$ cat src/rtl/switch_debounce_enc_in_if.sv
// Switch/encoder-side bundle for switch_debounce_enc_in.
// raw_i/raw_en from switches; I/Ein/rise/fall/changed to the encoder.
interface switch_debounce_enc_in_if #(
  parameter int WIDTH = 4
);
  logic [WIDTH-1:0] raw_i;
  logic             raw_en;
  logic [WIDTH-1:0] I;
  logic             Ein;
  logic [WIDTH-1:0] rise;
  logic [WIDTH-1:0] fall;
  logic             changed;

  modport master (
    output raw_i,
    output raw_en,
    input  I,
    input  Ein,
    input  rise,
    input  fall,
    input  changed
  );

  modport slave (
    input  raw_i,
    input  raw_en,
    output I,
    output Ein,
    output rise,
    output fall,
    output changed
  );
endinterface

$ cat src/rtl/switch_debounce_enc_in.sv
// Debounces WIDTH request switches plus the enable switch for a priority
// encoder.
// Ports: clk, rst (sync, active-high), bus (slave): raw_i/raw_en in;
// I/Ein levels, rise/fall/changed one-cycle pulses out.
module switch_debounce_enc_in #(
  parameter int WIDTH     = 4,
  parameter int DB_CYCLES = 4,
  parameter int CNT_W     = 3
) (
  input  logic                    clk,
  input  logic                    rst,
  switch_debounce_enc_in_if.slave bus
);

  localparam int N = WIDTH + 1;
  localparam logic [CNT_W-1:0] LAST =
    CNT_W'(DB_CYCLES - 1);

  if (DB_CYCLES < 2) begin : g_chk_db
    $error("DB_CYCLES must be >= 2");
  end
  if ((2 ** CNT_W) < DB_CYCLES) begin : g_chk_cnt
    $error("CNT_W too narrow for DB_CYCLES");
  end

  // Channel WIDTH is the enable; the rest are requests.
  logic [N-1:0]     raw;
  logic [N-1:0]     sync1;
  logic [N-1:0]     sync2;
  logic [N-1:0]     stable;
  logic [N-1:0]     accept;
  logic [CNT_W-1:0] cnt [N];

  logic [WIDTH-1:0] rise_q;
  logic [WIDTH-1:0] fall_q;
  logic             changed_q;

  assign raw = {bus.raw_en, bus.raw_i};

  // A new level is taken on the DB_CYCLES-th
  // consecutive mismatching sync2 sample.
  always_comb begin
    accept = '0;
    for (int c = 0; c < N; c++) begin
      accept[c] = (sync2[c] != stable[c]) &&
                  (cnt[c] == LAST);
    end
  end

  always_ff @(posedge clk) begin
    if (rst) begin
      sync1     <= '0;
      sync2     <= '0;
      stable    <= '0;
      rise_q    <= '0;
      fall_q    <= '0;
      changed_q <= 1'b0;
      for (int c = 0; c < N; c++) begin
        cnt[c] <= '0;
      end
    end else begin
      sync1 <= raw;
      sync2 <= sync1;
      for (int c = 0; c < N; c++) begin
        if (sync2[c] == stable[c]) begin
          cnt[c] <= '0;
        end else if (accept[c]) begin
          cnt[c]    <= '0;
          stable[c] <= sync2[c];
        end else begin
          cnt[c] <= cnt[c] + 1'b1;
        end
      end
      rise_q    <= accept[WIDTH-1:0] &
                   sync2[WIDTH-1:0];
      fall_q    <= accept[WIDTH-1:0] &
                   ~sync2[WIDTH-1:0];
      changed_q <= |accept;
    end
  end

  assign bus.I       = stable[WIDTH-1:0];
  assign bus.Ein     = stable[WIDTH];
  assign bus.rise    = rise_q;
  assign bus.fall    = fall_q;
  assign bus.changed = changed_q;

endmodule
$ cat src/flat_wrapper.sv
// flat-port wrapper written by rule: the top's interface ports become plain ports
module switch_debounce_enc_in_flat 
#(
  parameter int WIDTH     = 4,
  parameter int DB_CYCLES = 4,
  parameter int CNT_W     = 3
)
  (clk, rst, bus_raw_i, bus_raw_en, bus_I, bus_Ein, bus_rise, bus_fall, bus_changed);
  switch_debounce_enc_in_if #(.WIDTH(WIDTH)) bus_i ();
  input  logic clk;
  input  logic rst;
  input wire logic [$bits(bus_i.raw_i)-1:0] bus_raw_i;
  input wire logic [$bits(bus_i.raw_en)-1:0] bus_raw_en;
  output wire logic [$bits(bus_i.I)-1:0] bus_I;
  output wire logic [$bits(bus_i.Ein)-1:0] bus_Ein;
  output wire logic [$bits(bus_i.rise)-1:0] bus_rise;
  output wire logic [$bits(bus_i.fall)-1:0] bus_fall;
  output wire logic [$bits(bus_i.changed)-1:0] bus_changed;
  assign bus_i.raw_i = bus_raw_i;
  assign bus_i.raw_en = bus_raw_en;
  assign bus_I = bus_i.I;
  assign bus_Ein = bus_i.Ein;
  assign bus_rise = bus_i.rise;
  assign bus_fall = bus_i.fall;
  assign bus_changed = bus_i.changed;
  switch_debounce_enc_in #(.WIDTH(WIDTH), .DB_CYCLES(DB_CYCLES), .CNT_W(CNT_W)) u_core (.clk(clk), .rst(rst), .bus(bus_i));
endmodule
$ cat config.mk
export PLATFORM = sky130hd
export DESIGN_NAME = switch_debounce_enc_in_flat
export DESIGN_NICKNAME = d
export VERILOG_FILES = /design/src/rtl/switch_debounce_enc_in_if.sv /design/src/rtl/switch_debounce_enc_in.sv /design/src/flat_wrapper.sv
export SDC_FILE = /design/constraint.sdc
export NUM_CORES = 1
export LEC_CHECK = 0
export BUFFER_PORTS_ARGS = -buffer_cell sky130_fd_sc_hd__buf_2
export CELL_PAD_IN_SITES_DETAIL_PLACEMENT = 2
export CELL_PAD_IN_SITES_GLOBAL_PLACEMENT = 2
export CORE_ASPECT_RATIO = 1.4
export CORE_MARGIN = 10
export CORE_UTILIZATION = 37
export DETAILED_ROUTE_END_ITERATION = 8
export HOLD_SLACK_MARGIN = 0.06
export PLACE_DENSITY_LB_ADDON = 0.1
export SLEW_MARGIN = 20
export SYNTH_ARGS = -nofsm -noshare
export SYNTH_HDL_FRONTEND = slang
export SYNTH_SLANG_ARGS = --single-unit
$ cat constraint.sdc
create_clock -name clk -period 1.8 [get_ports clk]
set_input_delay 0.36 -clock clk [delete_from_list [all_inputs] [get_ports clk]]
set_output_delay 0.36 -clock clk [all_outputs]
set_load 0.05 [all_outputs]
==> results of run 1 <==
cell usage in the layout, fill, tap and decap left out:
cell type and instances:
o22ai_1 2, buf_2 20, conb_1 15, edfxtp_1 15
clkbuf_8 6, xnor2_1 5, mux2i_1 5, nor2_1 8
nor4bb_1 2, bufinv_16 1, inv_1 15, o31a_1 1
clkinv_2 1, dfxtp_1 24, nor2b_1 11, or3_4 5
ha_1 10, nor4b_1 6, nor2_2 12
cell type report:
| type | count | area (um^2) | share of cell area |
|---|---|---|---|
| repair buffers | 20 | 100 | 0.0539 |
| clock buffers | 6 | 82.6 | 0.0444 |
| flip-flops and latches | 39 | 931 | 0.501 |
| clock inverters | 2 | 35.0 | 0.0189 |
| inverters | 15 | 56.3 | 0.0303 |
| multi-input cells | 82 | 599 | 0.323 |
| well taps | 43 | 53.8 | 0.0290 |
per-stage QoR:
stage,cells,setup WS [ns],utilization,hold WS (ns)
CTS,207,0.205,0.466,0.272
global route,207,0.164,0.466,0.289
floorplan,139,0.357,-,0.414
finish,207,0.240,0.466,0.287
global placement,199,0.303,0.437,0.419
detailed placement,199,0.256,0.437,0.435
how the worst max path moves through the flow:
stage / to / slack [ns]
2_1_floorplan: u_core.cnt[1][0] / 0.36
3_3_place_gp: u_core.cnt[1][1] / 0.30
3_5_place_dp: u_core.cnt[1][2] / 0.26
4_1_cts: u_core.cnt[4][2] / 0.20
5_1_grt: u_core.cnt[1][2] / 0.16
6_report: u_core.cnt[4][2] / 0.24
cell usage after synthesis:
| cell | number |
|---|---|
| o31a_1 | 1 |
| nor2_2 | 12 |
| nor2_1 | 8 |
| inv_1 | 15 |
| nor2b_1 | 11 |
| conb_1 | 1 |
| nor4b_1 | 6 |
| o22ai_1 | 2 |
| edfxtp_1 | 15 |
| or3_4 | 5 |
| mux2i_1 | 5 |
| clkbuf_1 | 1 |
| ha_1 | 10 |
| nor4bb_1 | 2 |
| xnor2_1 | 5 |
| dfxtp_1 | 24 |
| buf_2 | 1 |
| clkbuf_2 | 1 |
logic make-up (layout without fill, tap and decap cells):
kind of cell	after synthesis	after routing
multiplexers	5	5
AND/OR/NAND/NOR	44	44
other	1	15
flip-flops	39	39
adder cells (fa/ha/maj)	10	10
AO/OA/AOI/OAI	3	3
buffers and inverters	18	43
XOR/XNOR	5	5
sequential cells by signal, summed over array words and instances (netlist names):
register and flops:
u_core.cnt 15, u_core.bus.fall 4, u_core.sync1 5, u_core.bus.rise 4, u_core.bus.changed 1, u_core.stable 5
u_core.sync2 5
power groups by stage:
| stage | clock network (mW) | logic [mW] | registers [mW] |
|---|---|---|---|
| CTS | 0.781 | 0.0904 | 0.958 |
| global route | 0.820 | 0.103 | 0.961 |
| detailed placement | 0 | 0.0881 | 0.978 |
| finish | 0.746 | 0.0883 | 0.958 |
| floorplan | 0 | 0.0633 | 0.979 |
| global placement | 0 | 0.0833 | 0.976 |
routing by layer:
metal / vias to the layer above / global-route usage / part of all wire
met4: 0 / 0.0617 / 0.023
met1: 459 / 0.0955 / 0.38
met2: 17 / 0.167 / 0.57
met3: 4 / 0.0327 / 0.032
li1: 474 / - / -
met5: - / 0 / 0
critical path, delay by kind of cell, from the launching register on:
family / cells / cell delay [ns]
fa+ha+maj: 2 / 0.48
simple gates: 2 / 0.52
flops: 1 / 0.41
==> run_results.csv, run 1 <==
group,metric,value,unit
min_path,min_from,"bus_raw_i[1]",
job,cap_violations,0,
synth,ys_ff_latch,39,
power_and_ir_drop,power,1.79,mW
synth,synthAdderAreaFrac,0.0808,
critical_path,startpoint,"u_core.cnt[4][0]",
synth,synth_top_family_by_area,"simple AND/OR/NAND/NOR gates",
critical_path,critPathMaxStageDelay,0.41,ns
power_and_ir_drop,clkPwrFrac,0.416,
drt,totalWireLength,2.95,mm
clock_network,clock-root-buffer,"clkbuf_8",
power_and_ir_drop,power_density,964,nW/um^2
power_and_ir_drop,peakVddDrop,0.000638,V
floorplanning,io_pins,21,
floorplanning,die_y,96.5,um
power_and_ir_drop,pwr-share-comb,0.049,
sta,period_share,0.867,
placed_design,dpl.hpwl,2.18,mm
floorplanning,num_rows,27,
synth,yosysUniqueCellTypes,18,
drt,drc,0,
critical_path,cp-end-kind,"flop",
drt,vias,954,
critical_path,cp_common_cell,"ha_1",
clock_network,post_cts_resized,0,
critical_path,ff2ff_path_depth,4,
clock_network,cts.sinks,39,
power_and_ir_drop,switching_power,0.365,mW
synth,synth_compound_area_frac,0.0137,
layout,fillCellCount,417,
clock_network,holdBufCountCts,0,
drt,dr.pass1.iters,4,
outcome,status,"completed",
power_and_ir_drop,p_seq_frac,0.534,
layout,drive_above_1_share,0.274,
synth,yosysWarnings,0,
critical_path,cp_cell_sequence,"ha_1 -> ha_1 -> or3_4 -> nor2_1",
sta,setup_viol,0,
placed_design,dpl_cell_area,1740,um^2
synth,synthSimpleGateAreaFrac,0.196,
drt,ant_nets,0,
layout,fin_area,1860,um^2
sta,maxSlewHeadroom,0.665,
layout,nNetsFinal,180,
placed_design,port_buffers,20,
critical_path,critPathArrivalTime,1.70,ns
power_and_ir_drop,power.internal,1.43,mW
critical_path,r2r-end,"u_core.cnt[4][2]",
clock_network,cts_tree,"done",
global_routing,grt_pass1_vias,1096,
global_routing,antenna_found_initial,0,
synth,synthTopCellsByArea,"dfxtp_1, edfxtp_1, ha_1",
sta,fmax,0.641,GHz
sta,fin_skew,0.00772,ns
global_routing,grt_max_degree,30,
synth,ys_seq_area_frac,0.601,
critical_path,r2r_slack,0.24,ns
floorplanning,dieArea,7210,um^2
power_and_ir_drop,switching_share,0.204,
synth,yosysTopAreaCell,"dfxtp_1",
synth,synth_xor_area_frac,0.0283,
critical_path,worstSetupStartpointType,"flop",
global_routing,grt_use_total,0.0961,
power_and_ir_drop,leakage,0.796,nW
global_routing,grt_pass1_wl,5.13,mm
clock_network,path_clk_slew,0.08,ns
sta,period_needed,1.56,ns
drt,viasPerCell,4.61,
min_path,worstHoldPathCells,2,
sta,timing.final.hold_violations,0,
synth,netlist_area,1550,um^2
floorplanning,fp.dieW,74.7,um
clock_network,clk_latency,0.29,ns
clock_network,h-tree-depth,2,
layout,area_growth_syn_to_layout,20.0,%
synth,synthMuxAreaShare,0.0323,
critical_path,required,1.94,ns
critical_path,crit_type,"flop to flop",
drt,dr.first_iter.drc_count,19,
critical_path,worstPathMaxFanout,3,
clock_network,post_cts_buffers,0,
critical_path,reg2reg_from,"u_core.cnt[4][0]",
layout,antennaDiodeCount,0,
min_path,min_to,"u_core.sync1[1]",
floorplanning,core-area,3990,um^2
sta,finalSetupTns,0,ns
sta,slew_violations,0,
drt,routedWlPerCell,14.3,um
clock_network,cts_buffer_depth,2,
floorplanning,start_util,0.388,
sta,rsz0062_at_grt,"false",
min_path,hp-class,"input pin to flop",
synth,synth_cells,125,
synth,synth_top_area_frac,0.310,
sta,worst_pin_slew,0.502,ns
placed_design,gp_routability_congestion,0.657,
global_routing,overflow,0,
critical_path,slowest_stage,"edfxtp_1",
synth,syn_avg_cell_area,12.4,um^2
clock_network,cts-buffers-inserted,5,
Power figures use the tool's default switching activity.
==> inputs of run 2 (changes only) <==
==> constraint.sdc (replaced) <==
create_clock -name clk -period 1.7 [get_ports clk]
set_input_delay 0.085 -clock clk [delete_from_list [all_inputs] [get_ports clk]]
set_output_delay 0.085 -clock clk [all_outputs]
set_load 0.05 [all_outputs]
==> run 2 against run 1 <==
Against the previous run:
- final cell count grew 2.4%
- worst setup slack worse by 0.10 ns
- sequential share of layout area decreased by 1.3 points
- clock-buffer cell count is the same
- non-clock buffer count grew 5
- first-iteration DRC count shrank 21%
- critical endpoint unchanged
==> run_results.csv, run 2 (synthesis results as in run 1) <==
group,metric,value,unit
layout,regMostFlops,"u_core.cnt",
sta,period_needed,1.56,ns
critical_path,reg2reg_from,"u_core.cnt[4][0]",
drt,ant_nets,0,
drt,drc,0,
critical_path,cp_num_buf_inv,0,
layout,final_common_cell,"dfxtp_1",
layout,final_cell_mix,"dfxtp_1, buf_2, inv_1, edfxtp_1, conb_1",
power_and_ir_drop,leakage,0.817,nW
min_path,min_to,"u_core.stable[3]",
global_routing,antenna_found_initial,0,
critical_path,cp_cell_sequence,"ha_1 -> ha_1 -> or3_4 -> nor2_1",
clock_network,cts_buffer_depth,2,
layout,largest_register_ffs,15,
floorplanning,die_y,96.5,um
layout,post-route-util,0.479,
placed_design,dpl_cell_area,1740,um^2
critical_path,worstSetupStartpointType,"flop",
sta,rsz0062_at_grt,"false",
sta,setup_viol,0,
critical_path,startpoint,"u_core.cnt[4][0]",
critical_path,path_depth,4,
sta,period_share,0.917,
drt,totalWireLength,2.98,mm
placed_design,dp_cells,199,
critical_path,cp_common_cell,"ha_1",
floorplanning,num_rows,27,
power_and_ir_drop,power,1.91,mW
layout,fin_area,1910,um^2
floorplanning,io_pins,21,
critical_path,ff2ff_path_depth,4,
layout,fillCellCount,420,
critical_path,required,1.84,ns
layout,instances_no_fill,212,
layout,area_growth_syn_to_layout,23.3,%
layout,drive_above_1_share,0.266,
global_routing,grt_pass1_vias,1112,
floorplanning,dieArea,7210,um^2
clock_network,cts.sinks,39,
sta,timing.final.hold_violations,0,
critical_path,critPathMaxStageDelay,0.41,ns
job,cap_violations,0,
floorplanning,core-area,3990,um^2
clock_network,path_clk_slew,0.08,ns
outcome,status,"completed",
layout,nNetsFinal,185,
placed_design,gp_routability_congestion,0.657,
floorplanning,start_util,0.388,
clock_network,cts-buffers-inserted,5,
global_routing,grt_pass1_wl,5.17,mm
sta,fmax,0.641,GHz
global_routing,grt_max_degree,30,
clock_network,h-tree-depth,2,
drt,dr.pass1.iters,4,
global_routing,grt_use_total,0.0968,
min_path,min_from,"rst",
critical_path,worstPathMaxFanout,3,
critical_path,critPathArrivalTime,1.70,ns
drt,routedWlPerCell,14.1,um
global_routing,busiest_layer,"met2",
power_and_ir_drop,peakVddDrop,0.000675,V
critical_path,slowest_stage,"edfxtp_1",
critical_path,r2r-end,"u_core.cnt[4][2]",
drt,dr.first_iter.drc_count,15,
sta,slew_violations,0,
power_and_ir_drop,power_density,999,nW/um^2
critical_path,cp-end-kind,"flop",
global_routing,grtUsageMet3,0.0327,
clock_network,post_cts_resized,0,
min_path,hp-class,"input pin to flop",
sta,finalSetupTns,0,ns
global_routing,use_met1,0.0949,
critical_path,r2r_slack,0.14,ns
clock_network,cts_tree,"done",
global_routing,overflow,0,
critical_path,crit_type,"flop to flop",
critical_path,cp_top_family,"simple AND/OR/NAND/NOR gates",
placed_design,dpl.hpwl,2.18,mm
clock_network,clock-root-buffer,"clkbuf_8",
min_path,worstHoldPathCells,2,
drt,vias,974,
placed_design,port_buffers,20,
sta,fin_skew,0.00779,ns
global_routing,met2_usage,0.170,
clock_network,clk_latency,0.29,ns
floorplanning,fp.dieW,74.7,um
drt,viasPerCell,4.59,
layout,antennaDiodeCount,0,
-- run 2: cell types whose count changed in the layout (fill, tap and decap cells not counted), sizes merged --
cell         previous run  this run
dlygate4sd3             0         5
-- run 2: final cells by class --
class,instances,area [um^2],area share
flip-flops and latches,39,931,0.488
multi-input cells,82,599,0.314
repair buffers,25,150,0.0787
clock buffers,6,82.6,0.0433
inverters,15,56.3,0.0295
well taps,43,53.8,0.0282
clock inverters,2,35.0,0.0184
-- run 2: layer usage --
layer  vias to the layer above  part of all wire
li1                        484                 -
met1                       469              0.37
met2                        17              0.57
met3                         4             0.032
met4                         0             0.023
met5                         -                 0
-- run 2: timing repair --
item,CTS,global route
setup buffers,0,0
hold buffers,5,0
endpoints found under the hold margin,5,0
-- run 2: worst max-delay path by stage --
stage / to
after floorplan: u_core.cnt[1][0]
after global placement: u_core.cnt[1][1]
after detailed placement: u_core.cnt[1][2]
after CTS: u_core.cnt[4][2]
after global routing: u_core.cnt[1][2]
final: u_core.cnt[4][2]
-- run 2: report_power, final --
| part | leakage, nW | internal [mW] | switching [mW] | total (mW) |
|---|---|---|---|---|
| clock network | 0.0612 | 0.475 | 0.315 | 0.789 |
| logic | 0.405 | 0.0452 | 0.0571 | 0.102 |
| registers | 0.350 | 0.998 | 0.0155 | 1.01 |
-- run 2: per-stage QoR --
step / hold WS [ns] / worst slack, ns
4_1_cts: 0.239 / 0.105
3_5_place_dp: 0.306 / 0.156
2_1_floorplan: 0.213 / 0.257
6_report: 0.240 / 0.141
5_1_grt: 0.277 / 0.0637
3_3_place_gp: 0.293 / 0.203
-- run 2: worst reg2reg max path, cell delays in order, from the launching register on --
cell      delay, ns
edfxtp_1       0.41
ha_1           0.23
ha_1           0.25
or3_4          0.39
nor2_1         0.13
